### config.mk
export PLATFORM = sky130hd
export DESIGN_NAME = lsu_mem_access
export DESIGN_NICKNAME = d
export VERILOG_FILES = /design/src/rtl/lsu_mem_access.sv
export SDC_FILE = /design/constraint.sdc
export NUM_CORES = 1
export LEC_CHECK = 0
export BUFFER_PORTS_ARGS = -buffer_cell sky130_fd_sc_hd__buf_2
export CORE_UTILIZATION = 45
export DETAILED_ROUTE_END_ITERATION = 8
export PLACE_DENSITY = 0.74
export SLEW_MARGIN = 30
export SYNTH_ARGS = -nofsm -noshare
export SYNTH_HDL_FRONTEND = slang
export SYNTH_SLANG_ARGS = --single-unit
### constraint.sdc
create_clock -name i_clk -period 3.67 [get_ports i_clk]
set_input_delay 0.5505 -clock i_clk [delete_from_list [all_inputs] [get_ports i_clk]]
set_output_delay 0.5505 -clock i_clk [all_outputs]
set_load 0.05 [all_outputs]
### src/rtl/lsu_mem_access.sv
// rtl/lsu_mem_access.sv - load/store unit: request/ack data-memory access with lane select and extension
// Accepts one access from execute, checks alignment/legality, runs the memory handshake, returns the load result.
module lsu_mem_access #(
  parameter int unsigned TIMEOUT_CYC = 255
) (
  input  logic        i_clk,
  input  logic        i_reset,
  input  logic        i_start,
  input  logic        i_is_store,
  input  logic [2:0]  i_funct3,
  input  logic [31:0] i_addr,
  input  logic [31:0] i_wdata,
  output logic        o_busy,
  output logic        o_done,
  output logic        o_err,
  output logic [31:0] o_rdata,
  output logic        o_mem_req,
  output logic        o_mem_we,
  output logic [31:0] o_mem_addr,
  output logic [3:0]  o_mem_be,
  output logic [31:0] o_mem_wdata,
  input  logic        i_mem_ack,
  input  logic [31:0] i_mem_rdata
);

  typedef enum logic [1:0] {S_IDLE, S_REQ, S_DONE} state_t;

  localparam logic [15:0] LP_LAST = 16'(TIMEOUT_CYC - 1);

  state_t      r_state, w_next;
  logic        r_is_store, r_err;
  logic [2:0]  r_funct3;
  logic [1:0]  r_lane;
  logic [15:0] r_cnt;
  logic [31:0] r_rdata;
  logic        r_mem_req, r_mem_we;
  logic [31:0] r_mem_addr, r_mem_wdata;
  logic [3:0]  r_mem_be;

  logic        w_accept, w_illegal, w_misalign, w_bad, w_timeout;
  logic [3:0]  w_be;
  logic [31:0] w_wdata, w_shift, w_load;
  logic [15:0] w_half;

  assign w_accept   = (r_state == S_IDLE) && i_start;
  assign w_illegal  = (i_funct3 == 3'b011) || (i_funct3[2:1] == 2'b11) || (i_is_store && i_funct3[2]);
  assign w_misalign = ((i_funct3[1:0] == 2'b01) && i_addr[0]) ||
                      ((i_funct3[1:0] == 2'b10) && (i_addr[1:0] != 2'b00));
  assign w_bad      = w_illegal || w_misalign;
  assign w_timeout  = (r_cnt == LP_LAST);

  always_comb begin
    w_be    = 4'b1111;
    w_wdata = i_wdata;
    case (i_funct3[1:0])
      2'b00: begin
        w_be    = 4'b0001 << i_addr[1:0];
        w_wdata = {4{i_wdata[7:0]}};
      end
      2'b01: begin
        w_be    = i_addr[1] ? 4'b1100 : 4'b0011;
        w_wdata = {2{i_wdata[15:0]}};
      end
      default: ;
    endcase
  end

  // Lane selection uses the address latched at accept, so it is stable through REQ.
  assign w_shift = i_mem_rdata >> {r_lane, 3'b000};
  assign w_half  = r_lane[1] ? i_mem_rdata[31:16] : i_mem_rdata[15:0];

  always_comb begin
    w_load = i_mem_rdata;
    case (r_funct3)
      3'b000:  w_load = {{24{w_shift[7]}}, w_shift[7:0]};
      3'b001:  w_load = {{16{w_half[15]}}, w_half};
      3'b100:  w_load = {24'd0, w_shift[7:0]};
      3'b101:  w_load = {16'd0, w_half};
      default: w_load = i_mem_rdata;
    endcase
  end

  always_ff @(posedge i_clk or posedge i_reset) begin
    if (i_reset) r_state <= S_IDLE;
    else         r_state <= w_next;
  end

  always_comb begin
    w_next = r_state;
    o_busy = 1'b0;
    o_done = 1'b0;
    o_err  = 1'b0;
    case (r_state)
      S_IDLE: begin
        if (i_start) begin
          o_busy = 1'b1;
          w_next = w_bad ? S_DONE : S_REQ;
        end
      end
      S_REQ: begin
        o_busy = 1'b1;
        if (i_mem_ack || w_timeout) w_next = S_DONE;
      end
      S_DONE: begin
        o_done = 1'b1;
        o_err  = r_err;
        w_next = S_IDLE;
      end
      default: w_next = S_IDLE;
    endcase
  end

  always_ff @(posedge i_clk or posedge i_reset) begin
    if (i_reset) begin
      r_is_store  <= 1'b0;
      r_err       <= 1'b0;
      r_funct3    <= 3'd0;
      r_lane      <= 2'd0;
      r_cnt       <= 16'd0;
      r_rdata     <= 32'd0;
      r_mem_req   <= 1'b0;
      r_mem_we    <= 1'b0;
      r_mem_addr  <= 32'd0;
      r_mem_be    <= 4'd0;
      r_mem_wdata <= 32'd0;
    end else if (w_accept) begin
      r_is_store  <= i_is_store;
      r_err       <= w_bad;
      r_funct3    <= i_funct3;
      r_lane      <= i_addr[1:0];
      r_cnt       <= 16'd0;
      r_mem_req   <= !w_bad;
      r_mem_we    <= i_is_store;
      r_mem_addr  <= {i_addr[31:2], 2'b00};
      r_mem_be    <= w_be;
      r_mem_wdata <= w_wdata;
    end else if (r_state == S_REQ) begin
      // An ack on the last allowed cycle takes priority over the timeout.
      if (i_mem_ack) begin
        r_mem_req <= 1'b0;
        if (!r_is_store) r_rdata <= w_load;
      end else if (w_timeout) begin
        r_mem_req <= 1'b0;
        r_err     <= 1'b1;
      end else begin
        r_cnt <= r_cnt + 16'd1;
      end
    end
  end

  assign o_rdata     = r_rdata;
  assign o_mem_req   = r_mem_req;
  assign o_mem_we    = r_mem_we;
  assign o_mem_addr  = r_mem_addr;
  assign o_mem_be    = r_mem_be;
  assign o_mem_wdata = r_mem_wdata;

endmodule

==> reports/qor.csv <==
metric,value,unit
min_period,2.18,ns
synthDistinctLibCells,52,
io_pins,209,
p_leak,0.00391,uW
drive_gt1_share,31.0,%
ys_warn_count,0,
required,3.98,ns
htree_levels,4,
die_y,117,um
grt_max_degree,104,
layout.nets,950,
clock_latency,0.41,ns
skew,0.00801,ns
synth_top_area_share,52.4,%
final_hold_viol_count,0,
place_congestion,0.814,
worst-setup-path-type,reg2reg,
coreArea,0.0127,mm^2
worstHoldPathType,in2async,
ys_dominant_reg_cell,dfrtp_1,
num_rows,41,
dieArea,0.0136,mm^2
synth_top_area_cell,dfrtp_1,
ys_async_sr_fraction,100,%
postSynthCellCount,657,
drtPass1Iterations,5,
maxSlewHeadroom,53.2,%
synth-seq-cells,124,
clock-sinks,124,
io_buffers,206,
cts_hold_buffers,0,
crit_path_start_kind,register,
diodes,0,
cts_root_buf,clkbuf_16,
finalSetupTns,0,ns
cts_tree,built,
r2r_slack,1.49,ns
combinationalPowerShare,40.9,%
syn_to_final_growth,29.4,%
num_vias,5259,
cts_setup_buffers,0,
cp_max_fo,16,
synth.area.top_cells,"dfrtp_1, nand2_1, mux2i_1",
crit_start,r_funct3[0]$_DFFE_PP0P_,
grt_pass1_vias,4916,
power_density,814,mW/mm^2
arrival,2.49,ns
wl_per_cell,15.3,um
initial_core_util,46.6,%
drcViolationCount,0,
drv_cap,0,
wl,15800,um
grt_first_pass_wirelength,25100,um
layout_commonest_cell,buf_2,
fin_hold_ws,0.0869,ns
ir_drop,0.000434,V
grt_overflow,0,
min_period_over_period,59.4,%
die_w,117,um
worstMarginPinSlew,0.702,ns
final_cell_mix,"buf_2, nand2_1, dfrtp_1, o21ai_0, a21oi_1",
seq_power_share,32.4,%
p_clk_share,26.7,%
p_int,3340,uW
antenna_left,0,
setup_violations,0,
grtUsageTotal,24.4,%
netlist_area,0.00592,mm^2
switchingPower,2900,uW
cts_buffer_depth,2,
worst_setup_path_end_kind,register,
cts_buffers,17,
regToRegEndpoint,o_rdata[2]$_DFFE_PP0P_,
p_sw_share,46.5,%
rsz0062_at_grt,no,
viasPerCell,5.11,
clkTransAtPathRegs,0.06,ns
dr.first_iter.drc_count,353,
avgSynthCellArea,9.02,um^2
yosysSeqAreaShare,52.4,%
status,"complete, no violations",
ctsResizeCount,0,
antenna_found_initial,0,
r2r_cells,4,
place_hpwl,10800,um
final_max_slew_viol_count,0,
fmax,0.458,GHz
timing.rr.start,r_funct3[0]$_DFFE_PP0P_,
p_total,6240,uW
synth_edf_count,0,
==> metal layers <==
| layer | part of all wire (%) | GRT usage (%) | vias to the layer above |
|---|---|---|---|
| met5 | 0 | 0 | - |
| met4 | 1.8 | 9.87 | 0 |
| met3 | 8.1 | 8.30 | 18 |
| met2 | 47 | 37.9 | 198 |
| met1 | 43 | 31.3 | 2441 |
| li1 | - | - | 2602 |
==> sequential cells by signal, indices dropped and copies added (netlist names) <==
| signal | cells |
|---|---|
| r_funct3 | 3 |
| o_mem_we | 1 |
| o_mem_addr | 30 |
| r_state | 2 |
| o_mem_req | 1 |
| o_mem_wdata | 32 |
| o_rdata | 32 |
| r_cnt | 16 |
| o_mem_be | 4 |
| r_err | 1 |
| r_lane | 2 |
==> worst max-delay path by stage <==
stage	endpoint	slack (ns)	depth (start not counted)
after floorplan	o_err	1.43	3
after global placement	o_rdata[27]$_DFFE_PP0P_	1.64	4
after detailed placement	o_rdata[1]$_DFFE_PP0P_	1.57	4
after CTS	o_rdata[2]$_DFFE_PP0P_	1.50	4
after global routing	o_rdata[2]$_DFFE_PP0P_	1.23	4
final	o_rdata[2]$_DFFE_PP0P_	1.49	4
==> through the flow <==
step                      setup WS [ns]  util, %  area, um^2  cells
after floorplan                    1.43        -        5930    658
after global placement             1.64     55.4        7040    996
after detailed placement           1.57     55.4        7050    996
after CTS                          1.50     60.0        7640   1028
after global routing               1.23     60.3        7670   1029
final                              1.49     60.3        7670   1029
==> logic make-up after synthesis <==
kind of cell,share of synthesized area (%)
AOI/OAI and AO/OA,11.0
xor gates and xnor gates,0.148
adders and majority gates,0.422
buffers and inverters,3.68
DFF,52.4
muxes,5.79
other,0.0633
and+or+nand+nor,26.5
==> synth_stat cells, types with 2 or more instances <==
cell / n
buf_2: 6
o31ai_1: 11
a31oi_1: 3
a21oi_1: 39
ha_1: 2
dfrtp_1: 124
buf_4: 2
buf_1: 2
or3_2: 2
nor4_1: 3
nor2_1: 20
nor3_1: 6
nand2_1: 192
nand3_1: 38
or3_1: 9
and2_1: 10
clkbuf_1: 34
nand3b_1: 15
o21ai_0: 49
inv_1: 7
and3_1: 2
nor2b_1: 8
nand2b_1: 5
or2_2: 7
or4_1: 3
mux2i_1: 32
==> power groups by stage <==
stage	clock network (uW)	registers, uW	logic (uW)
floorplan	0	3280	669
global placement	0	2020	2530
detailed placement	0	2030	2560
CTS	1700	2020	2560
global route	1760	2080	2740
finish	1670	2020	2550
==> critical path, cell delays in order, from the launching register on <==
cell and delay (ns):
dfrtp_1 0.53, nand2b_1 0.47, a21oi_1 0.69, a21oi_1 0.13
o31ai_1 0.26
==> layout make-up <==
class,count,area (um^2)
Clock buffer,17,425
Clock inverter,15,168
Fill cell,1154,5050
Inverter,7,30.0
Multi-Input combinational cell,482,2620
Sequential cell,124,3100
Tap cell,172,215
Timing Repair Buffer,212,1100
Power figures use the tool's default switching activity.
